===== src/rtl/tmds_channel_encoder_pkg.sv =====
// Shared definitions for the TMDS channel encoder: control tokens, the q_m word
// type, the period state and a byte popcount.
package tmds_pkg;

    localparam logic [9:0] CTRL_TOKEN_00 = 10'b1101010100;
    localparam logic [9:0] CTRL_TOKEN_01 = 10'b0010101011;
    localparam logic [9:0] CTRL_TOKEN_10 = 10'b0101010100;
    localparam logic [9:0] CTRL_TOKEN_11 = 10'b1010101011;

    typedef logic [8:0] qm_word_t;

    typedef enum logic {
        CTRL  = 1'b0,
        VIDEO = 1'b1
    } period_t;

    function automatic logic [3:0] popcount8(input logic [7:0] d);
        logic [3:0] count;
        count = '0;
        for (int i = 0; i < 8; i++) begin
            count = count + {3'b000, d[i]};
        end
        return count;
    endfunction

endpackage


===== src/rtl/tmds_channel_encoder_if.sv =====
// Per-pixel symbol bus between the pixel source and one TMDS channel encoder.
interface tmds_channel_encoder_if #(
    parameter int CNT_W = 6
);
    logic                    i_valid;
    logic                    i_de;
    logic [1:0]              i_ctrl;
    logic [7:0]              i_data;
    logic                    o_valid;
    logic [9:0]              o_tmds;
    logic signed [CNT_W-1:0] o_disparity;

    modport master (
        output i_valid, i_de, i_ctrl, i_data,
        input  o_valid, o_tmds, o_disparity
    );

    modport slave (
        input  i_valid, i_de, i_ctrl, i_data,
        output o_valid, o_tmds, o_disparity
    );
endinterface


===== src/rtl/tmds_channel_encoder_tm_stage.sv =====
// Combinational transition-minimisation stage: 8-bit pixel byte to 9-bit q_m.
module tmds_tm_stage
    import tmds_pkg::*;
(
    input  logic [7:0] data,
    output qm_word_t   qm
);

    logic [3:0] n1;
    logic       use_xnor;
    logic [7:0] chain;

    // XNOR chain is chosen when it yields fewer transitions for dense bytes.
    always_comb begin
        n1       = popcount8(data);
        use_xnor = (n1 > 4'd4) || ((n1 == 4'd4) && !data[0]);
        chain    = '0;
        chain[0] = data[0];
        for (int i = 1; i < 8; i++) begin
            chain[i] = use_xnor ? ~(chain[i-1] ^ data[i]) : (chain[i-1] ^ data[i]);
        end
        qm = {~use_xnor, chain};
    end

endmodule


===== src/rtl/tmds_channel_encoder.sv =====
// One TMDS colour channel: registered q_m stage followed by a registered
// DC-balancing / control-token stage with a signed running-disparity counter.
module tmds_channel_encoder
    import tmds_pkg::*;
#(
    parameter int CNT_W = 6
) (
    input logic                  i_clk,
    input logic                  i_rst,
    tmds_channel_encoder_if.slave bus
);

    qm_word_t qm_next;

    logic     s1_valid;
    logic     s1_de;
    logic [1:0] s1_ctrl;
    qm_word_t s1_qm;

    logic                    out_valid;
    logic [9:0]              out_tmds;
    logic signed [CNT_W-1:0] cnt;
    period_t                 state;

    logic [3:0]              n1;
    logic                    q8;
    logic signed [CNT_W-1:0] two_n1;
    logic signed [CNT_W-1:0] diff;
    logic signed [CNT_W-1:0] cnt_base;
    logic signed [CNT_W-1:0] cnt_next;
    logic [9:0]              sym_next;

    tmds_tm_stage u_tm_stage (
        .data (bus.i_data),
        .qm   (qm_next)
    );

    always_ff @(posedge i_clk) begin
        if (i_rst) begin
            s1_valid <= 1'b0;
            s1_de    <= 1'b0;
            s1_ctrl  <= 2'b00;
            s1_qm    <= '0;
        end else if (bus.i_valid) begin
            s1_valid <= 1'b1;
            s1_de    <= bus.i_de;
            s1_ctrl  <= bus.i_ctrl;
            s1_qm    <= qm_next;
        end
    end

    // diff is N1-N0 = 2*N1-8; a fresh video period always balances from zero.
    always_comb begin
        n1       = popcount8(s1_qm[7:0]);
        q8       = s1_qm[8];
        two_n1   = CNT_W'({n1, 1'b0});
        diff     = two_n1 - CNT_W'(8);
        cnt_base = (state == VIDEO) ? cnt : '0;
        cnt_next = '0;
        sym_next = CTRL_TOKEN_00;
        if (s1_de) begin
            if ((cnt_base == '0) || (n1 == 4'd4)) begin
                sym_next = {~q8, q8, q8 ? s1_qm[7:0] : ~s1_qm[7:0]};
                cnt_next = q8 ? (cnt_base + diff) : (cnt_base - diff);
            end else if ((!cnt_base[CNT_W-1] && (n1 > 4'd4)) ||
                         ( cnt_base[CNT_W-1] && (n1 < 4'd4))) begin
                sym_next = {1'b1, q8, ~s1_qm[7:0]};
                cnt_next = cnt_base - diff + (q8 ? CNT_W'(2) : CNT_W'(0));
            end else begin
                sym_next = {1'b0, q8, s1_qm[7:0]};
                cnt_next = cnt_base + diff - (q8 ? CNT_W'(0) : CNT_W'(2));
            end
        end else begin
            case (s1_ctrl)
                2'b00:   sym_next = CTRL_TOKEN_00;
                2'b01:   sym_next = CTRL_TOKEN_01;
                2'b10:   sym_next = CTRL_TOKEN_10;
                default: sym_next = CTRL_TOKEN_11;
            endcase
        end
    end

    always_ff @(posedge i_clk) begin
        if (i_rst) begin
            out_valid <= 1'b0;
            out_tmds  <= CTRL_TOKEN_00;
            cnt       <= '0;
            state     <= CTRL;
        end else if (bus.i_valid) begin
            out_valid <= s1_valid;
            out_tmds  <= sym_next;
            cnt       <= cnt_next;
            state     <= s1_de ? VIDEO : CTRL;
        end else begin
            out_valid <= 1'b0;
        end
    end

    // The only even value outside the legal band is the most negative one.
    always_ff @(posedge i_clk) begin
        if (!i_rst) begin
            assert (!cnt[0] && (cnt != {1'b1, {(CNT_W-1){1'b0}}}));
        end
    end

    assign bus.o_valid     = out_valid;
    assign bus.o_tmds      = out_tmds;
    assign bus.o_disparity = cnt;

endmodule


===== src/flat_wrapper.sv =====
// flat-port wrapper written by rule: the top's interface ports become plain ports
module tmds_channel_encoder_flat import tmds_pkg::*;
#(
    parameter int CNT_W = 6
)
  (i_clk, i_rst, bus_i_valid, bus_i_de, bus_i_ctrl, bus_i_data, bus_o_valid, bus_o_tmds, bus_o_disparity);
  tmds_channel_encoder_if #(.CNT_W(CNT_W)) bus_i ();
  input logic i_clk;
  input logic i_rst;
  input wire logic [$bits(bus_i.i_valid)-1:0] bus_i_valid;
  input wire logic [$bits(bus_i.i_de)-1:0] bus_i_de;
  input wire logic [$bits(bus_i.i_ctrl)-1:0] bus_i_ctrl;
  input wire logic [$bits(bus_i.i_data)-1:0] bus_i_data;
  output wire logic [$bits(bus_i.o_valid)-1:0] bus_o_valid;
  output wire logic [$bits(bus_i.o_tmds)-1:0] bus_o_tmds;
  output wire logic [$bits(bus_i.o_disparity)-1:0] bus_o_disparity;
  assign bus_i.i_valid = bus_i_valid;
  assign bus_i.i_de = bus_i_de;
  assign bus_i.i_ctrl = bus_i_ctrl;
  assign bus_i.i_data = bus_i_data;
  assign bus_o_valid = bus_i.o_valid;
  assign bus_o_tmds = bus_i.o_tmds;
  assign bus_o_disparity = bus_i.o_disparity;
  tmds_channel_encoder #(.CNT_W(CNT_W)) u_core (.i_clk(i_clk), .i_rst(i_rst), .bus(bus_i));
endmodule

===== config.mk =====
export PLATFORM = sky130hd
export DESIGN_NAME = tmds_channel_encoder_flat
export DESIGN_NICKNAME = d
export VERILOG_FILES = /design/src/rtl/tmds_channel_encoder_pkg.sv /design/src/rtl/tmds_channel_encoder_if.sv /design/src/rtl/tmds_channel_encoder_tm_stage.sv /design/src/rtl/tmds_channel_encoder.sv /design/src/flat_wrapper.sv
export SDC_FILE = /design/constraint.sdc
export NUM_CORES = 1
export LEC_CHECK = 0
export BUFFER_PORTS_ARGS = -buffer_cell sky130_fd_sc_hd__buf_4
export CAP_MARGIN = 25
export CORE_MARGIN = 2
export CORE_UTILIZATION = 53
export DETAILED_ROUTE_END_ITERATION = 8
export GPL_TIMING_DRIVEN = 0
export PLACE_DENSITY_LB_ADDON = 0.12
export SYNTH_ARGS = -nofsm -noshare
export SYNTH_HDL_FRONTEND = slang
export SYNTH_SLANG_ARGS = --single-unit

===== constraint.sdc =====
create_clock -name i_clk -period 4.5 [get_ports i_clk]
set_clock_uncertainty 0.05 [all_clocks]
set_input_delay 0.45 -clock i_clk [delete_from_list [all_inputs] [get_ports i_clk]]
set_output_delay 0.45 -clock i_clk [all_outputs]
set_load 0.005 [all_outputs]

==> summary.md, run 1 <==
| Metric | Value |
|---|---|
| Total grt overflow | 0 |
| Status | finished clean |
| Final worst path period share | 97.5% |
| Final HPWL DP | 4.32 mm |
| Mapped Cells | 297 |
| Vias per cell | 5.19 |
| # diodes | 0 |
| Via count | 2114 |
| Pre-CTS setup slack | -346 ps |
| Hold Fails Final Rpt | 0 |
| Port buffer count | 29 |
| Minimum clock period | 4390 ps |
| Pleak | 1.49 nW |
| Detail Route Antenna Nets | 0 |
| Fin util | 67.0% |
| Post-Syn Area per Cell | 8.71 um^2 |
| Worst path required time | 4620 ps |
| Vias in the first global route | 2055 |
| Hold Path Class | in -> reg |
| Initial Util | 54.8% |
| Clock buffer depth | 2 |
| Post-Syn Nets | 346 |
| Seq cells post-synth | 31 |
| Core ar. | 4720 um^2 |
| Clock transition at path regs | 70 ps |
| First-pass GRT wire length | 9.54 mm |
| Total Routing Usage GR | 23.0% |
| CTS tree | done |
| Htree depth | 2 |
| Critical Path Fanout Max | 3 |
| Maxcap violations | 0 |
| Initial DRC Count | 75 |
| I/O pin cnt | 31 |
| Multi-input logic area | 1840 um^2 |
| Setup crit end kind | flop |
| Cell Rows | 25 |
| Final-layout fill cell count | 399 |
| Worst Tran Pin Value | 679 ps |
| Final wirelength | 5.62 mm |
| Commonest non-fill, non-tap cell in the layout | buf_4 |
| Largest net degree at the start of global routing | 11 |
| Die X | 73.9 um |
| Synth area leaders | dfxtp_1 24%, ha_1 12%, fa_1 7.7%, inv_1 5.4%, xnor2_1 4.7% |
| Post-place instance area | 2890 um^2 |
| Area leader, netlist | dfxtp_1 |
| Area Growth Syn to Fin | 22.4% |
| Cell Pwr Density | 533 nW/um^2 |
| Crit Path Category | reg -> reg |
| Post-Layout Cell Count | 407 |
| TritonCTS Buffers | 5 |
| Die height | 73.9 um |
| Pre-antenna DRT Iters | 5 |
| Fraction of layout cells with a size suffix above 1 | 24.7% |
| Overall Power | 1.69 mW |
| Placed cells | 393 |
| Sink Count | 31 |
| Storage cell area | 626 um^2 |
| Worst endpoint data arrival time | 4510 ps |
| Syn. warnings | 0 |
| Clock latency on the worst-skew pair | 290 ps |
| Drt drc | 0 |
| Max Clock Freq | 228 MHz |
| Commonest non-fill, non-tap cells in the layout | 39 x buf_4, 35 x inv_1, 31 x nor2_1 |
| Cell area after synthesis | 2590 um^2 |
| RSZ-0062 raised after global routing | true |
| VDD IR max | 0.273 mV |
| Slew Limit Fails | 0 |
| DIE AREA | 5450 um^2 |
| Slew HR | 54.7% |
| Cell variety after synth | 50 |
| Design Area, Final | 3170 um^2 |
| Per-cell routed wire length | 13.8 um |
| Startpoint types | flop |
| Slack of the critical path | 111 ps |
| # setup viols final | 0 |
| Share of the synthesized area in the top cell type | 24.0% |
| CTS root buf | clkbuf_8 |
| Sequential fraction of the synthesis area | 24.0% |
| Hold Buf Count CTS | 0 |
| Initial antenna violation count | 0 |
| Routability cong. | 0.920 |
| Fin nets | 388 |
-- synth_stat cells (all sizes together) --
cell type	n
o21a	3
and2	3
nor3	9
or3b	1
a221oi	1
dfxtp	31
xnor2	18
nand3b	1
a211o	1
mux2i	12
nor2	32
o211ai	4
o22ai	1
or3	1
xnor3	2
o21ai	9
nor3b	4
a21oi	16
and3	2
clkbuf	7
o31ai	2
o221ai	5
a21bo	1
a21o	2
or2	1
buf	7
xor2	8
inv	37
nor2b	4
and3b	1
nand2b	6
nor4	1
nand2	18
a22oi	1
fa	10
a211oi	6
ha	25
mux2	2
nand3	2
-- critical path, stage by stage (launching register included) --
cell and delay, ps:
dfxtp_4 370, ha_4 270, inv_2 30, fa_1 460, fa_1 550, inv_1 50, fa_2 350, fa_2 580
inv_2 70, fa_2 340, nand2b_4 160, or3_4 320, a21oi_2 120, o211ai_1 140, mux2i_1 230, a21bo_1 130
nand3_1 60
-- where the power goes --
| part | leakage, nW | switching [mW] | internal [mW] |
|---|---|---|---|
| clock network | 0.0612 | 0.114 | 0.179 |
| registers | 0.256 | 0.0302 | 0.306 |
| logic | 1.17 | 0.544 | 0.514 |
-- kinds of logic after synthesis --
family | Yosys count | synth area share [%]
xor gates and xnor gates | 28 | 11.7
AOI/OAI and AO/OA | 52 | 13.5
buffers and inverters | 51 | 8.47
adders and majority gates | 35 | 19.8
DFF | 31 | 24.0
muxes | 14 | 5.66
and+or+nand+nor | 86 | 16.8
-- flip-flops by register name (all words and copies together), names as in the netlist --
name	flops
u_core.state	1
u_core.bus.o_tmds	10
u_core.s1_ctrl	2
u_core.s1_de	1
u_core.bus.o_valid	1
u_core.s1_valid	1
u_core.s1_qm	9
u_core.bus.o_disparity	6
-- stage by stage --
step / hold WS, ps / setup TNS [ps]
final: 345 / 0
after global routing: 351 / -24.2
after CTS: 333 / 0
after detailed placement: 405 / -684
after global placement: 396 / -547
after floorplan: 377 / 0
-- layout make-up --
type | count | area share (%)
multi-input combinational | 215 | 58.2
sequential | 31 | 19.8
timing repair buffer | 37 | 8.77
inverter | 37 | 4.39
tap | 67 | 2.65
clock buffer | 6 | 2.61
buffer | 12 | 2.49
clock inverter | 2 | 1.11
-- path summary, 6_finish.rpt --
kind                                 from                                      to  slack, ps  cells after the start
max          u_core.s1_qm[0]$_SDFFE_PP0P_  u_core.bus.o_disparity[5]$_SDFFE_PP0P_        110                     16
min                              bus_i_de               u_core.s1_de$_SDFFE_PP0P_        340                      3
max reg2reg  u_core.s1_qm[0]$_SDFFE_PP0P_  u_core.bus.o_disparity[5]$_SDFFE_PP0P_        110                     16
min reg2reg  u_core.s1_valid$_SDFFE_PP0P_            u_core.s1_valid$_SDFFE_PP0P_        420                      2
-- layer usage --
metal  share of wire, %  track usage [%]
met1                 47             30.1
met2                 48             37.6
met3                2.9             4.53
met4                2.3             8.48
met5                  0                0
-- timing repair --
action	4_1_cts	5_1_grt
setup buffers	4	4
endpoints found under the setup margin	9	9
resized for setup	11	13
pin swaps	7	9
Note: power is estimated with default switching activity, not from simulation.
==> run 2, diff against run 1 <==
Settings changed: CELL_PAD_IN_SITES_DETAIL_PLACEMENT set to 0, CELL_PAD_IN_SITES_GLOBAL_PLACEMENT set to 1, CORE_UTILIZATION 53 to 48.
Clock period 4.5 ns to 5.57 ns, I/O delays scaled along.
==> summary.md, run 2 (same netlist as run 1, synthesis figures left out) <==
| Metric | Value |
|---|---|
| Pre-antenna DRT Iters | 5 |
| Initial Util | 50.3% |
| Worst r2r dst | u_core.bus.o_disparity[5]$_SDFFE_PP0P_ |
| # setup viols final | 0 |
| Fraction of layout cells with a size suffix above 1 | 16.5% |
| Worst r2r path cells | 18 |
| # diodes | 0 |
| Hold Path Class | reg -> reg |
| Commonest non-fill, non-tap cells in the layout | 37 x inv_1, 32 x nor2_1, 31 x buf_4, 31 x dfxtp_1, 25 x ha_1 |
| Vias in the first global route | 1980 |
| Fin nets | 382 |
| Hold Path Origin | u_core.s1_valid$_SDFFE_PP0P_ |
| Cell Pwr Density | 419 nW/um^2 |
| Cell Rows | 26 |
| Initial DRC Count | 55 |
| Max Clock Freq | 204 MHz |
| Max reg flops | 10 |
| Die height | 77.4 um |
| Placed cells | 396 |
| Setup crit end kind | flop |
| RSZ-0062 raised after global routing | false |
| Core ar. | 5140 um^2 |
| Port buffer count | 29 |
| Slew Limit Fails | 0 |
| Initial antenna violation count | 0 |
| Worst reg2reg startpoint | u_core.s1_qm[0]$_SDFFE_PP0P_ |
| Total Routing Usage GR | 20.1% |
| Hold Crit Depth | 2 |
| Worst endpoint data arrival time | 5030 ps |
| Per-cell routed wire length | 13.7 um |
| Hold Path End | u_core.s1_valid$_SDFFE_PP0P_ |
| Die X | 77.4 um |
| I/O pin cnt | 31 |
| Commonest non-fill, non-tap cell in the layout | inv_1 |
| Via count | 2084 |
| Detail Route Antenna Nets | 0 |
| Worst path required time | 5700 ps |
| Setup_tns | 0 ps |
| Final wirelength | 5.53 mm |
| First-pass GRT wire length | 9.39 mm |
| CTS root buf | clkbuf_8 |
| Sink Count | 31 |
| Minimum clock period | 4900 ps |
| CTS tree | done |
| TritonCTS Buffers | 5 |
| Design Area, Final | 3010 um^2 |
| Routability cong. | 0.824 |
| PostCTS Resize Cnt | 0 |
| DIE AREA | 5990 um^2 |
| Clock buffer depth | 2 |
| Setup bufs post-CTS | 0 |
| Clock latency on the worst-skew pair | 280 ps |
| Final HPWL DP | 4.48 mm |
| Total grt overflow | 0 |
| VDD IR max | 0.221 mV |
| Largest net degree at the start of global routing | 11 |
| Worst Tran Pin Value | 609 ps |
| Drt drc | 0 |
| Critical Path Fanout Max | 7 |
| Htree depth | 2 |
| Pleak | 1.45 nW |
| Vias per cell | 5.16 |
| Clock transition at path regs | 70 ps |
| Area Growth Syn to Fin | 16.4% |
| Startpoint types | flop |
| Status | finished clean |
| Final worst path period share | 88.0% |
| FF-to-FF setup slack | 670 ps |
| Post-place instance area | 2890 um^2 |
| Maxcap violations | 0 |
| Post-Layout Cell Count | 404 |
| Slew HR | 59.4% |
| Hold Buf Count CTS | 0 |
| Hold Fails Final Rpt | 0 |
| Crit Path Category | reg -> reg |
## run 2: cell count changes in the layout (fill, tap and decap cells not counted), moves of 2 or more
cell	delta
a21oi_1	+3
clkbuf_1	+2
ha_1	+4
a21oi_2	-3
fa_2	-4
dfxtp_1	+2
inv_2	-2
inv_1	+2
ha_4	-3
fa_1	+4
buf_4	-8
## run 2: area by class of cell
type                       count  area, um^2
buffer                        14        80.1
fill                         512        2130
timing repair buffer          29         218
sequential                    31         621
inverter                      37         139
clock buffer                   6        82.6
multi-input combinational    215        1750
clock inverter                 2        35.0
tap                           70        87.6
## run 2: worst max-delay path by stage
stage                                             from                                     end  slack, ps
after global routing      u_core.s1_qm[1]$_SDFFE_PP0P_  u_core.bus.o_disparity[5]$_SDFFE_PP0P_        310
after CTS                 u_core.s1_qm[0]$_SDFFE_PP0P_  u_core.bus.o_disparity[5]$_SDFFE_PP0P_        670
after global placement    u_core.s1_qm[0]$_SDFFE_PP0P_  u_core.bus.o_disparity[5]$_SDFFE_PP0P_        710
after floorplan           u_core.s1_qm[0]$_SDFFE_PP0P_  u_core.bus.o_disparity[5]$_SDFFE_PP0P_       1030
after detailed placement  u_core.s1_qm[0]$_SDFFE_PP0P_  u_core.bus.o_disparity[5]$_SDFFE_PP0P_        670
final                     u_core.s1_qm[0]$_SDFFE_PP0P_  u_core.bus.o_disparity[5]$_SDFFE_PP0P_        670
## run 2: worst max-delay path: stages (launching register included)
cell      delay [ps]
dfxtp_1          330
ha_1             300
inv_1             80
fa_1             430
fa_1             540
inv_1             50
fa_1             450
fa_1             400
xor2_1           280
ha_1             320
ha_1             280
clkbuf_1         290
inv_1            160
a21oi_1          240
nor2_1            70
a211oi_1         320
nor3_1            80
nand3_1           90
nand3_1           60
## run 2: where the power goes
part / switching (mW) / leakage (nW) / internal [mW]
Clock: 0.0840 / 0.0612 / 0.145
Combinational: 0.422 / 1.13 / 0.340
Sequential: 0.0229 / 0.255 / 0.247
## run 2: layer usage
metal | part of all wire [%] | GRT usage, %
met5 | 0 | 0
met4 | 1.8 | 7.14
met2 | 52 | 37.4
met3 | 3.3 | 3.14
met1 | 43 | 23.3
## run 2: through the flow
| stage | power [mW] | utilization, % | setup WS, ps | hold WS [ps] |
|---|---|---|---|---|
| floorplan | 0.855 | - | 1030 | 377 |
| global route | 1.37 | 58.5 | 305 | 447 |
| detailed placement | 1.04 | 56.3 | 674 | 405 |
| CTS | 1.27 | 58.5 | 670 | 424 |
| finish | 1.26 | 58.5 | 667 | 417 |
| global placement | 1.02 | 56.3 | 713 | 393 |
